[config.mk]
export PLATFORM = sky130hd
export DESIGN_NAME = router_pkt_ctrl
export DESIGN_NICKNAME = d
export VERILOG_FILES = /design/src/rtl/router_pkg.sv /design/src/rtl/router_parity_acc.sv /design/src/rtl/router_pkt_ctrl.sv
export SDC_FILE = /design/constraint.sdc
export NUM_CORES = 1
export LEC_CHECK = 0
export CORE_AREA = 4 4 71 73
export DETAILED_ROUTE_END_ITERATION = 7
export DIE_AREA = 0 0 75 77
export PLACE_DENSITY = 0.73
export SYNTH_ARGS = -nofsm -noshare
export SYNTH_HDL_FRONTEND = slang
export SYNTH_HIERARCHICAL = 1
export SYNTH_SLANG_ARGS = --single-unit
[constraint.sdc]
create_clock -name clk -period 3.3 [get_ports clk]
set_input_delay 0.66 -clock clk [delete_from_list [all_inputs] [get_ports clk]]
set_output_delay 0.66 -clock clk [all_outputs]
set_load 0.02 [all_outputs]
[src/rtl/router_pkg.sv]
// Shared types, header field layout and port helpers for the 1x3 router intake controller.
package router_pkg;

    localparam int unsigned DATA_W    = 8;
    localparam int unsigned NUM_PORTS = 3;
    localparam int unsigned ADDR_W    = 2;

    localparam int unsigned LEN_MSB  = 7;
    localparam int unsigned LEN_LSB  = 2;
    localparam int unsigned ADDR_MSB = 1;
    localparam int unsigned ADDR_LSB = 0;

    localparam int unsigned LEN_W = LEN_MSB - LEN_LSB + 1;
    // Remaining count covers L payload bytes plus the parity byte.
    localparam int unsigned CNT_W = LEN_W + 1;

    localparam logic [ADDR_W-1:0] ADDR_INVALID = 2'd3;

    typedef enum logic [2:0] {
        StIdle,
        StWaitEmpty,
        StLfd,
        StHdr,
        StLoad,
        StHold,
        StCheck,
        StDrop
    } state_e;

    // Invalid address yields an all-zero select, so it never touches a FIFO.
    function automatic logic [NUM_PORTS-1:0] port_onehot(input logic [ADDR_W-1:0] dest);
        logic [NUM_PORTS-1:0] sel;
        for (int unsigned p = 0; p < NUM_PORTS; p++) begin
            sel[p] = (dest == p[ADDR_W-1:0]);
        end
        return sel;
    endfunction

endpackage

[src/rtl/router_parity_acc.sv]
// Running XOR parity accumulator for one packet: clear, fold a byte, compare against
// the received parity byte.
module router_parity_acc
    import router_pkg::*;
(
    input  logic              clk,
    input  logic              rst,
    input  logic              clear,
    input  logic              fold,
    input  logic [DATA_W-1:0] din,
    input  logic [DATA_W-1:0] cmp,
    output logic              mismatch
);

    logic [DATA_W-1:0] acc_q, acc_d;

    // clear and fold together load din directly (used for the header byte).
    always_comb begin
        acc_d = acc_q;
        if (clear) begin
            acc_d = '0;
        end
        if (fold) begin
            acc_d = acc_d ^ din;
        end
    end

    always_ff @(posedge clk or posedge rst) begin
        if (rst) begin
            acc_q <= '0;
        end else begin
            acc_q <= acc_d;
        end
    end

    assign mismatch = (acc_q != cmp);

endmodule

[src/rtl/router_pkt_ctrl.sv]
// Packet-intake controller for the 1x3 router: header decode, FIFO write control with
// back-pressure, and optional parity check (enabled by defining ROUTER_PARITY_CHECK_EN).
module router_pkt_ctrl
    import router_pkg::*;
(
    input  logic                 clk,
    input  logic                 rst,
    input  logic                 pkt_valid,
    input  logic [DATA_W-1:0]    data_in,
    input  logic [NUM_PORTS-1:0] fifo_full,
    input  logic [NUM_PORTS-1:0] fifo_empty,
    input  logic [NUM_PORTS-1:0] soft_rst,
    output logic                 busy,
    output logic [NUM_PORTS-1:0] write_enb,
    output logic                 lfd_state,
    output logic [DATA_W-1:0]    data_out,
    output logic                 err,
    output logic                 pkt_done
);

    state_e state_q, state_d;

    logic [ADDR_W-1:0]    dest_q;
    logic [ADDR_W-1:0]    hdr_dest;
    logic [LEN_W-1:0]     hdr_len;
    logic [DATA_W-1:0]    hdr_q;
    logic [DATA_W-1:0]    data_out_q, data_out_d;
    logic [CNT_W-1:0]     remaining_q, remaining_d;
    logic [NUM_PORTS-1:0] write_enb_q, write_enb_d;
    logic [NUM_PORTS-1:0] dest_sel;
    logic                 lfd_q, lfd_d;
    logic                 dest_full, dest_empty, dest_abort, dest_we;
    logic                 can_take, accept, last_byte;

    assign hdr_dest = data_in[ADDR_MSB:ADDR_LSB];
    assign hdr_len  = data_in[LEN_MSB:LEN_LSB];

    assign dest_sel   = port_onehot(dest_q);
    assign dest_full  = |(fifo_full & dest_sel);
    assign dest_empty = |(fifo_empty & dest_sel);
    assign dest_abort = |(soft_rst & dest_sel);
    assign dest_we    = |(write_enb_q & dest_sel);
    assign last_byte  = (remaining_q == CNT_W'(1));

    always_comb begin
        unique case (state_q)
            StIdle:  busy = 1'b0;
            StLoad:  busy = dest_we && dest_full;
            StDrop:  busy = 1'b0;
            default: busy = 1'b1;
        endcase
    end

    // Once the count is exhausted, LOAD only waits for the parity write to commit.
    assign can_take = (state_q == StIdle) ||
                      (((state_q == StLoad) || (state_q == StDrop)) && (remaining_q != '0));
    assign accept   = pkt_valid && !busy && can_take;

    always_ff @(posedge clk or posedge rst) begin
        if (rst) begin
            state_q <= StIdle;
        end else begin
            state_q <= state_d;
        end
    end

    always_comb begin
        state_d = state_q;
        unique case (state_q)
            StIdle: begin
                if (accept) begin
                    if (hdr_dest == ADDR_INVALID) begin
                        state_d = StDrop;
                    end else if (|(fifo_empty & port_onehot(hdr_dest))) begin
                        state_d = StLfd;
                    end else begin
                        state_d = StWaitEmpty;
                    end
                end
            end
            StWaitEmpty: if (dest_empty) state_d = StLfd;
            StLfd:       state_d = StHdr;
            StHdr:       state_d = dest_full ? StHold : StLoad;
            StLoad: begin
                if (dest_we) begin
                    if (dest_full) begin
                        state_d = StHold;
                    end else if (remaining_q == '0) begin
                        state_d = StCheck;
                    end
                end
            end
            StHold:  if (!dest_full) state_d = (remaining_q == '0) ? StCheck : StLoad;
            StCheck: state_d = StIdle;
            StDrop:  if (accept && last_byte) state_d = StIdle;
            default: state_d = StIdle;
        endcase
        if ((state_q != StIdle) && dest_abort) begin
            state_d = StIdle;
        end
    end

    always_comb begin
        write_enb_d = '0;
        data_out_d  = data_out_q;
        lfd_d       = (state_d == StLfd);
        remaining_d = remaining_q;
        if (state_d == StHdr) begin
            write_enb_d = dest_sel;
            data_out_d  = hdr_q;
        end else if (state_d == StHold) begin
            write_enb_d = write_enb_q;
        end
        if ((state_q == StLoad) && accept && !dest_abort) begin
            write_enb_d = dest_sel;
            data_out_d  = data_in;
        end
        if (accept) begin
            remaining_d = (state_q == StIdle) ? CNT_W'(hdr_len) + CNT_W'(1)
                                              : remaining_q - CNT_W'(1);
        end
    end

    always_ff @(posedge clk or posedge rst) begin
        if (rst) begin
            hdr_q       <= '0;
            dest_q      <= '0;
            remaining_q <= '0;
            write_enb_q <= '0;
            data_out_q  <= '0;
            lfd_q       <= 1'b0;
        end else begin
            if ((state_q == StIdle) && accept) begin
                hdr_q  <= data_in;
                dest_q <= hdr_dest;
            end
            remaining_q <= remaining_d;
            write_enb_q <= write_enb_d;
            data_out_q  <= data_out_d;
            lfd_q       <= lfd_d;
        end
    end

    assign write_enb = write_enb_q;
    assign data_out  = data_out_q;
    assign lfd_state = lfd_q;
    assign pkt_done  = (state_q == StCheck);

`ifdef ROUTER_PARITY_CHECK_EN
    logic par_clear, par_fold, par_mismatch;

    // Header seeds the accumulator; payload bytes fold in; the parity byte does not.
    assign par_clear = accept && (state_q == StIdle);
    assign par_fold  = accept && ((state_q == StIdle) || ((state_q == StLoad) && !last_byte));

    router_parity_acc u_parity_acc (
        .clk      (clk),
        .rst      (rst),
        .clear    (par_clear),
        .fold     (par_fold),
        .din      (data_in),
        .cmp      (data_out_q),
        .mismatch (par_mismatch)
    );

    assign err = (state_q == StCheck) && par_mismatch && !dest_abort;
`else
    assign err = 1'b0;
`endif

endmodule

# Word-level counts from Yosys, hierarchy flattened
# Index checks and enable logic that the tools add are counted.
# classes
n_eq_ne	17
order_cmp	0
add_sub_neg	2
shifts	0
n_mux	20
bitwise_logic	5
n_mul	0
n_reduce_logical	26
div	0
# op_table
operator	count
3-bit 2-to-1 mux	12
3-bit one-hot mux with 8 select lines	1
8-bit 2-to-1 mux	2
3-bit AND	5
3-bit == test, second input constant	5
3-bit OR reduction	5
3-bit by 2-bit == test with 1-bit output, second input constant	4
1-bit logical AND	9
6-bit by 1-bit adder with 7-bit output, second input constant	1
7-bit by 1-bit == test with 1-bit output, second input constant	1
7-bit zero test	1
7-bit 2-to-1 mux	1
7-bit nonzero test	1
7-bit by 1-bit subtractor with 7-bit output, second input constant	1
2-bit == test, second input constant	3
2-bit by 1-bit == test with 1-bit output, second input constant	2
2-bit zero test	2
2-bit 2-to-1 mux	2
3-bit by 1-bit == test with 1-bit output, second input constant	1
3-bit zero test	1
3-bit by 2-bit inequality test with 1-bit output, second input constant	1
3-bit nonzero test	1
1-bit zero test	2
1-bit logical OR	2
other kinds (4)	4
# word_totals
rom_bits	0
memories	0
latchBits	0
regBits	32
word_cells	77
ramBits	0
output_inout_bits	15
inputBits	20

# Logic depth before layout (Yosys ltp)
# Gate-level depths: netlist of run 1.
# logic_depth
word_depth	16
ltp_mapped	8
mapped_depth_nobuf	7

# Worst setup path before layout of run 1
# No wires, ideal clock.
# synth_path
path_kind	register to register
start	register remaining_q[2]
end	register data_out_q[0], in the netlist data_out[0]
synth_period_minus_slack_ns	2.382
n_path_buf	1
path_slack_ns	0.918
path_stages_with_launch	8
arrival_time_ns	2.257
required_time_ns	3.175
path_cell_list	dfrtp_1 -> or4_4 -> or3b_4 -> nor4b_4 -> o21ai_4 -> a21boi_4 -> buf_12 -> mux2_4
# synth_between
elab_chain_cells	10
elab_cells_between_ends	21
# synth_lines
item	line_no	rtl
start, declared	router_pkt_ctrl.sv:28	logic [CNT_W-1:0] remaining_q, remaining_d;
start signal, assigned	router_pkt_ctrl.sv:137	remaining_q <= remaining_d;
7-bit nonzero test	router_pkt_ctrl.sv:56	(((state_q == StLoad) || (state_q == StDrop)) && (remaining_q != '0));
1-bit logical AND	router_pkt_ctrl.sv:56	
1-bit logical OR	router_pkt_ctrl.sv:55	assign can_take = (state_q == StIdle) ||
1-bit logical AND	router_pkt_ctrl.sv:57	assign accept = pkt_valid && !busy && can_take;
1-bit logical AND	router_pkt_ctrl.sv:95	StDrop: if (accept && last_byte) state_d = StIdle;
3-bit 2-to-1 mux	router_pkt_ctrl.sv:95	
3-bit one-hot mux with 8 select lines	router_pkt_ctrl.sv:69	unique case (state_q)
3-bit 2-to-1 mux	router_pkt_ctrl.sv:98	if ((state_q != StIdle) && dest_abort) begin
3-bit by 2-bit == test with 1-bit output	router_pkt_ctrl.sv:108	if (state_d == StHdr) begin
2-bit nonzero test (no source line)	--	
end signal, assigned	router_pkt_ctrl.sv:139	data_out_q <= data_out_d;
end, declared	router_pkt_ctrl.sv:27	logic [DATA_W-1:0] data_out_q, data_out_d;
# Parallel ways exist; a longest one is shown, timed or not.
# A chain may end at the register's enable or synchronous reset.

==> results.toml, run 1 <==
[sta]
worst_pin_slew_ns = 0.782
rsz0062_at_grt = "no"
max_freq_mhz = 334
period_share_pct = 90.6
setup_viol = 0
slew_headroom_pct = 47.5
worst_slack_ns = 0.310
hold_violations = 0
timing.setup.tns_ns = 0
period_needed_ns = 2.99
drv_slew = 0
clock_skew_ns = 0.00756

[drt]
first_iter_violations = 138
route.vias.total = 1561
ant_nets = 0
drt_wl_total_mm = 4.26
drt-pass1-iter-count = 4
drc_errors = 0
wire_per_inst_microns = 15.3
via_per_inst = 5.59

[hold_path]
hold_depth = 1
holdCritPathClass = "reg2reg"

[finish]
final_common_cell = "clkdlybuf4s50_1"
nets = 249
seq_area_sq_um = 751
syn2layout_area_growth_pct = 28.4
multi_input_area_sq_um = 1070
fin_util_pct = 56.6
fillers = 377
num_antenna_cells = 0
drive_above_1_share_pct = 22.0
final_cell_mix = "clkdlybuf4s50_1, dfrtp_1, mux2_2, inv_1"

[synthesis]
synth_nets = 209
synthFlopType = "dfrtp_1"
async_reset_ff_share_pct = 100
yosysUniqueCellTypes = 49
syn_area_per_cell_sq_um = 10.3
synth_largest_area_cell = "dfrtp_1"
yosysTopAreaCellShare_pct = 39.1
syn_inst = 186
netlist_top_cells_area = "dfrtp_1, mux2_2, mux2_4"
ys_seq_elements = 30
yosys_warnings = 6
syn-cell-area_sq_um = 1920
synth_edf_count = 0
synth-seq-area-share_pct = 39.1

[clock_network]
cts_buffers = 5
path_clk_slew_ns = 0.07
cts_num_sinks = 30
cts-resized-gates = 0
post-cts-setup-buffer-count = 0
htreeDepth = 2
insertion_delay_ns = 0.28
clockRootBuffer = "clkbuf_8"
ctsLongestPathBuffers = 2
cts_tree = "built"
cts_hold_buffers = 0

[global_routing]
grt_overflow = 0
grt_pass1_vias = 1520
grt_usage_pct = 16.0
grt_max_degree = 31
grt_pass1_wl_mm = 7.22
antenna_found_initial = 0

[placed_design]
dp_slack_ns = 0.331
hpwl_mm = 3.12
place.gp.congestion = 0.840
port_buffers = 33

[setup_path]
critPathLaunch = "hdr_q[1]"
critPathArrivalTime_ns = 2.33
rrSetupSlack_ns = 0.78
cp_slowest_cell = "dfrtp_1"
crit_buf_inv = 1
ff2ff_path_depth = 8
crit_path_end_kind = "output pin"
critPathMaxFanout = 13
worstSetupPathType = "reg2out"
r2r-end = "data_out[4]"
start_kind = "flop"
crit_required_ns = 2.64
cp.depth = 5
endpoint = "busy"
critPathTopFamily = "flip-flops"
path_cells = "mux2i_1 > o21ai_1 > a311oi_2 > nor2_1 > clkdlybuf4s50_1"
reg2reg_from = "hdr_q[1]"
slowest_delay_ns = 0.63

[status]
outcome = "complete, no violations"

[floorplan]
rows = 24
die_width_microns = 75
dieArea_sq_um = 5780
start_util_pct = 44.1
pin_count = 35
core_sq_um = 4350
die-height_microns = 77

[power]
power_density_nw_per_um2 = 948
peakVddDrop_mv = 0.520
total_power_uw = 2340
power_leakage_uw = 0.00103

[job]
drv_cap = 0
[worst min-delay path by stage]
stage / startpoint / to
after detailed placement: hdr_q[7] / hdr_q[7]
after CTS: hdr_q[4] / hdr_q[4]
after global routing: hdr_q[6] / hdr_q[6]
after floorplan: hdr_q[2] / hdr_q[2]
after global placement: hdr_q[4] / hdr_q[4]
final: hdr_q[7] / hdr_q[7]
[report_power, final]
| part | switching (uW) | internal, uW | leakage [uW] |
|---|---|---|---|
| Sequential | 185 | 533 | 0.000370 |
| Combinational | 563 | 596 | 0.000588 |
| Clock | 140 | 322 | 0.0000714 |
| Total | 887 | 1450 | 0.00103 |
[registers in the layout, summed over array words and instances, names as in the netlist]
signal and cells:
data_out 8, dest_q 1, hdr_q 7, lfd_state 1, remaining_q 7, state_q 3, write_enb 3
[metrics by stage]
stage                     hold slack (ns)  cell area, sq um  instances
final                               0.504              2470        279
after global routing                0.513              2470        279
after CTS                           0.506              2470        279
after detailed placement            0.491              2320        271
after global placement              0.481              2320        271
after floorplan                     0.474              1920        186
[final cells by class]
type                    count  share of cell area [%]
clock buffers               6                    3.35
clock inverters             2                    2.44
well taps                  52                    2.64
inverters                  12                    1.83
multi-input cells         136                    43.5
repair buffers             41                    15.8
flip-flops and latches     30                    30.4
[kinds of logic after synthesis]
group	share of synthesized area (%)
AOI/OAI and AO/OA	19.5
xor gates and xnor gates	1.82
adders and majority gates	1.95
buffers and inverters	5.08
DFF	39.1
muxes	17.6
other	0.195
and+or+nand+nor	14.7
[per-layer routing]
metal  wire (microns)  track usage (%)  up-vias
met5                0                0        -
met4               57             5.34        0
met3              156             4.18        4
met2             2060             24.2       35
met1             1980             22.0      756
li1                 -                -      766
[synthesized netlist by cell type, drive strengths merged (2+ instances only)]
library cell,count
xor2,2
nand2,9
nor3,9
o22ai,2
clkbuf,4
mux2,25
ha,3
o21a,2
nand3b,4
a31oi,2
o32ai,4
xnor2,2
mux2i,3
inv,12
nor2b,2
nor2,11
dfrtp,30
a22oi,2
buf,4
o211ai,4
nand3,3
a211oi,2
a21oi,11
o31ai,2
o21ai,15
Note: power is estimated with default switching activity, not from simulation.
==> run 2, diff against run 1 <==
Settings changed: CORE_AREA 4 4 71 73 to 4 4 64 81, DIE_AREA 0 0 75 77 to 0 0 68 85, DONT_BUFFER_PORTS set to 1, PLACE_DENSITY 0.73 to 0.63.
==> run 2 against run 1 <==
Maximum frequency grew 9.0%. Hold slack lost 0.00057 ns. Combinational power shrank 23%. Via count shrank 5.8%. First-iteration DRC count grew 7.2%. Wire length grew 0.78%. Core utilization shrank 10 points. Non-clock buffer count shrank 40. Clock-buffer cell count is the same. Worst setup slack gained 0.25 ns. Highest routed layer unchanged.
==> results.toml, run 2 (synthesized netlist as in run 1, its figures left out) <==
[status]
outcome = "complete, no violations"

[sta]
setup_viol = 0
period_share_pct = 83.1
max_freq_mhz = 365
worst_pin_slew_ns = 1.13
worst_slack_ns = 0.557
period_needed_ns = 2.74
rsz0062_at_grt = "no"
clock_skew_ns = 0.00586
whs_ns = 0.503
slew_headroom_pct = 24.5
drv_slew = 0
hold_violations = 0
timing.setup.tns_ns = 0

[placed_design]
dp_cells = 237
place.gp.congestion = 0.922
hpwl_mm = 3.20
dp_slack_ns = 0.646
port_buffers = 0

[floorplan]
dieArea_sq_um = 5780
die_width_microns = 68
pin_count = 35
start_util_pct = 43.7
die-height_microns = 85
rows = 27
core_sq_um = 4390

[clock_network]
post-cts-setup-buffer-count = 0
path_clk_slew_ns = 0.07
cts_hold_buffers = 0
htreeDepth = 2
cts_num_sinks = 30
cts_buffers = 5
clockRootBuffer = "clkbuf_8"
cts_tree = "built"
ctsLongestPathBuffers = 2
insertion_delay_ns = 0.28
cts-resized-gates = 0

[global_routing]
grt_usage_pct = 16.5
grt_pass1_wl_mm = 7.27
grt_overflow = 0
grt_pass1_vias = 1445
grt_max_degree = 31
antenna_found_initial = 0

[setup_path]
r2r-end = "data_out[6]"
critPathMaxFanout = 13
worstSetupPathType = "reg2out"
ff2ff_path_depth = 6
crit_path_end_kind = "output pin"
start_kind = "flop"
critPathArrivalTime_ns = 2.08
reg2reg_from = "remaining_q[2]"
crit_required_ns = 2.64
rrSetupSlack_ns = 0.64

[finish]
final_cell_mix = "dfrtp_1, mux2_2, inv_1, a21oi_1, nor2_1"
final_common_cell = "dfrtp_1"
nets = 209
drive_above_1_share_pct = 23.0
num_antenna_cells = 0
layout.cells.non_filler = 245
syn2layout_area_growth_pct = 6.38
fillers = 414
largest_reg_flops = 8

[drt]
drc_errors = 0
ant_nets = 0
wire_per_inst_microns = 17.5
route.vias.total = 1471
via_per_inst = 6.00
first_iter_violations = 148
drt_wl_total_mm = 4.29
drt-pass1-iter-count = 4

[hold_path]
hold_start = "data_in[6]"
holdCritPathClass = "in2reg"
min_to = "remaining_q[6]"
hold_depth = 2

[power]
total_power_uw = 2020
peakVddDrop_mv = 0.373
power_density_nw_per_um2 = 987
power_leakage_uw = 0.000847

[job]
drv_cap = 0
[run 2: metal layers]
layer,share of wire (%),track usage (%),up-vias
met1,39,20.9,710
met3,11,5.83,9
met4,2.1,6.69,0
li1,-,-,691
met5,0,0,-
met2,49,25.3,61
[run 2: worst max-delay path: stages (launching register included)]
cell,delay (ns)
dfrtp_1,0.61
mux2i_1,0.35
o21ai_1,0.15
a311oi_2,0.45
nor2_1,0.23
[run 2: worst max-delay path by stage]
stage                         startpoint  cells past startpoint  slack, ns          end
after global placement    remaining_q[2]                      6       0.71  data_out[6]
final                           hdr_q[1]                      4       0.56         busy
after global routing            hdr_q[1]                      4       0.40         busy
after floorplan           remaining_q[2]                      7       0.92  data_out[0]
after CTS                       hdr_q[1]                      4       0.56         busy
after detailed placement  remaining_q[2]                      6       0.65  data_out[6]
[run 2: cell type report]
class	count	area [sq um]	area share [%]
clock buffers	6	82.6	4.04
clock inverters	2	12.5	0.612
inverters	12	45.0	2.20
multi-input cells	136	1070	52.5
flip-flops and latches	30	751	36.7
well taps	58	72.6	3.55
repair buffers	1	7.51	0.367
[run 2: per-stage QoR]
stage / utilization (%) / cell area, sq um
CTS: 46.5 / 2040
global route: 46.5 / 2040
finish: 46.5 / 2040
global placement: 44.4 / 1950
detailed placement: 44.4 / 1950
floorplan: - / 1920
[run 2: report_power, final]
part | leakage, uW | switching, uW | internal, uW
sequential | 0.000370 | 276 | 532
clock | 0.0000472 | 147 | 167
combinational | 0.000429 | 457 | 437
total | 0.000847 | 880 | 1140
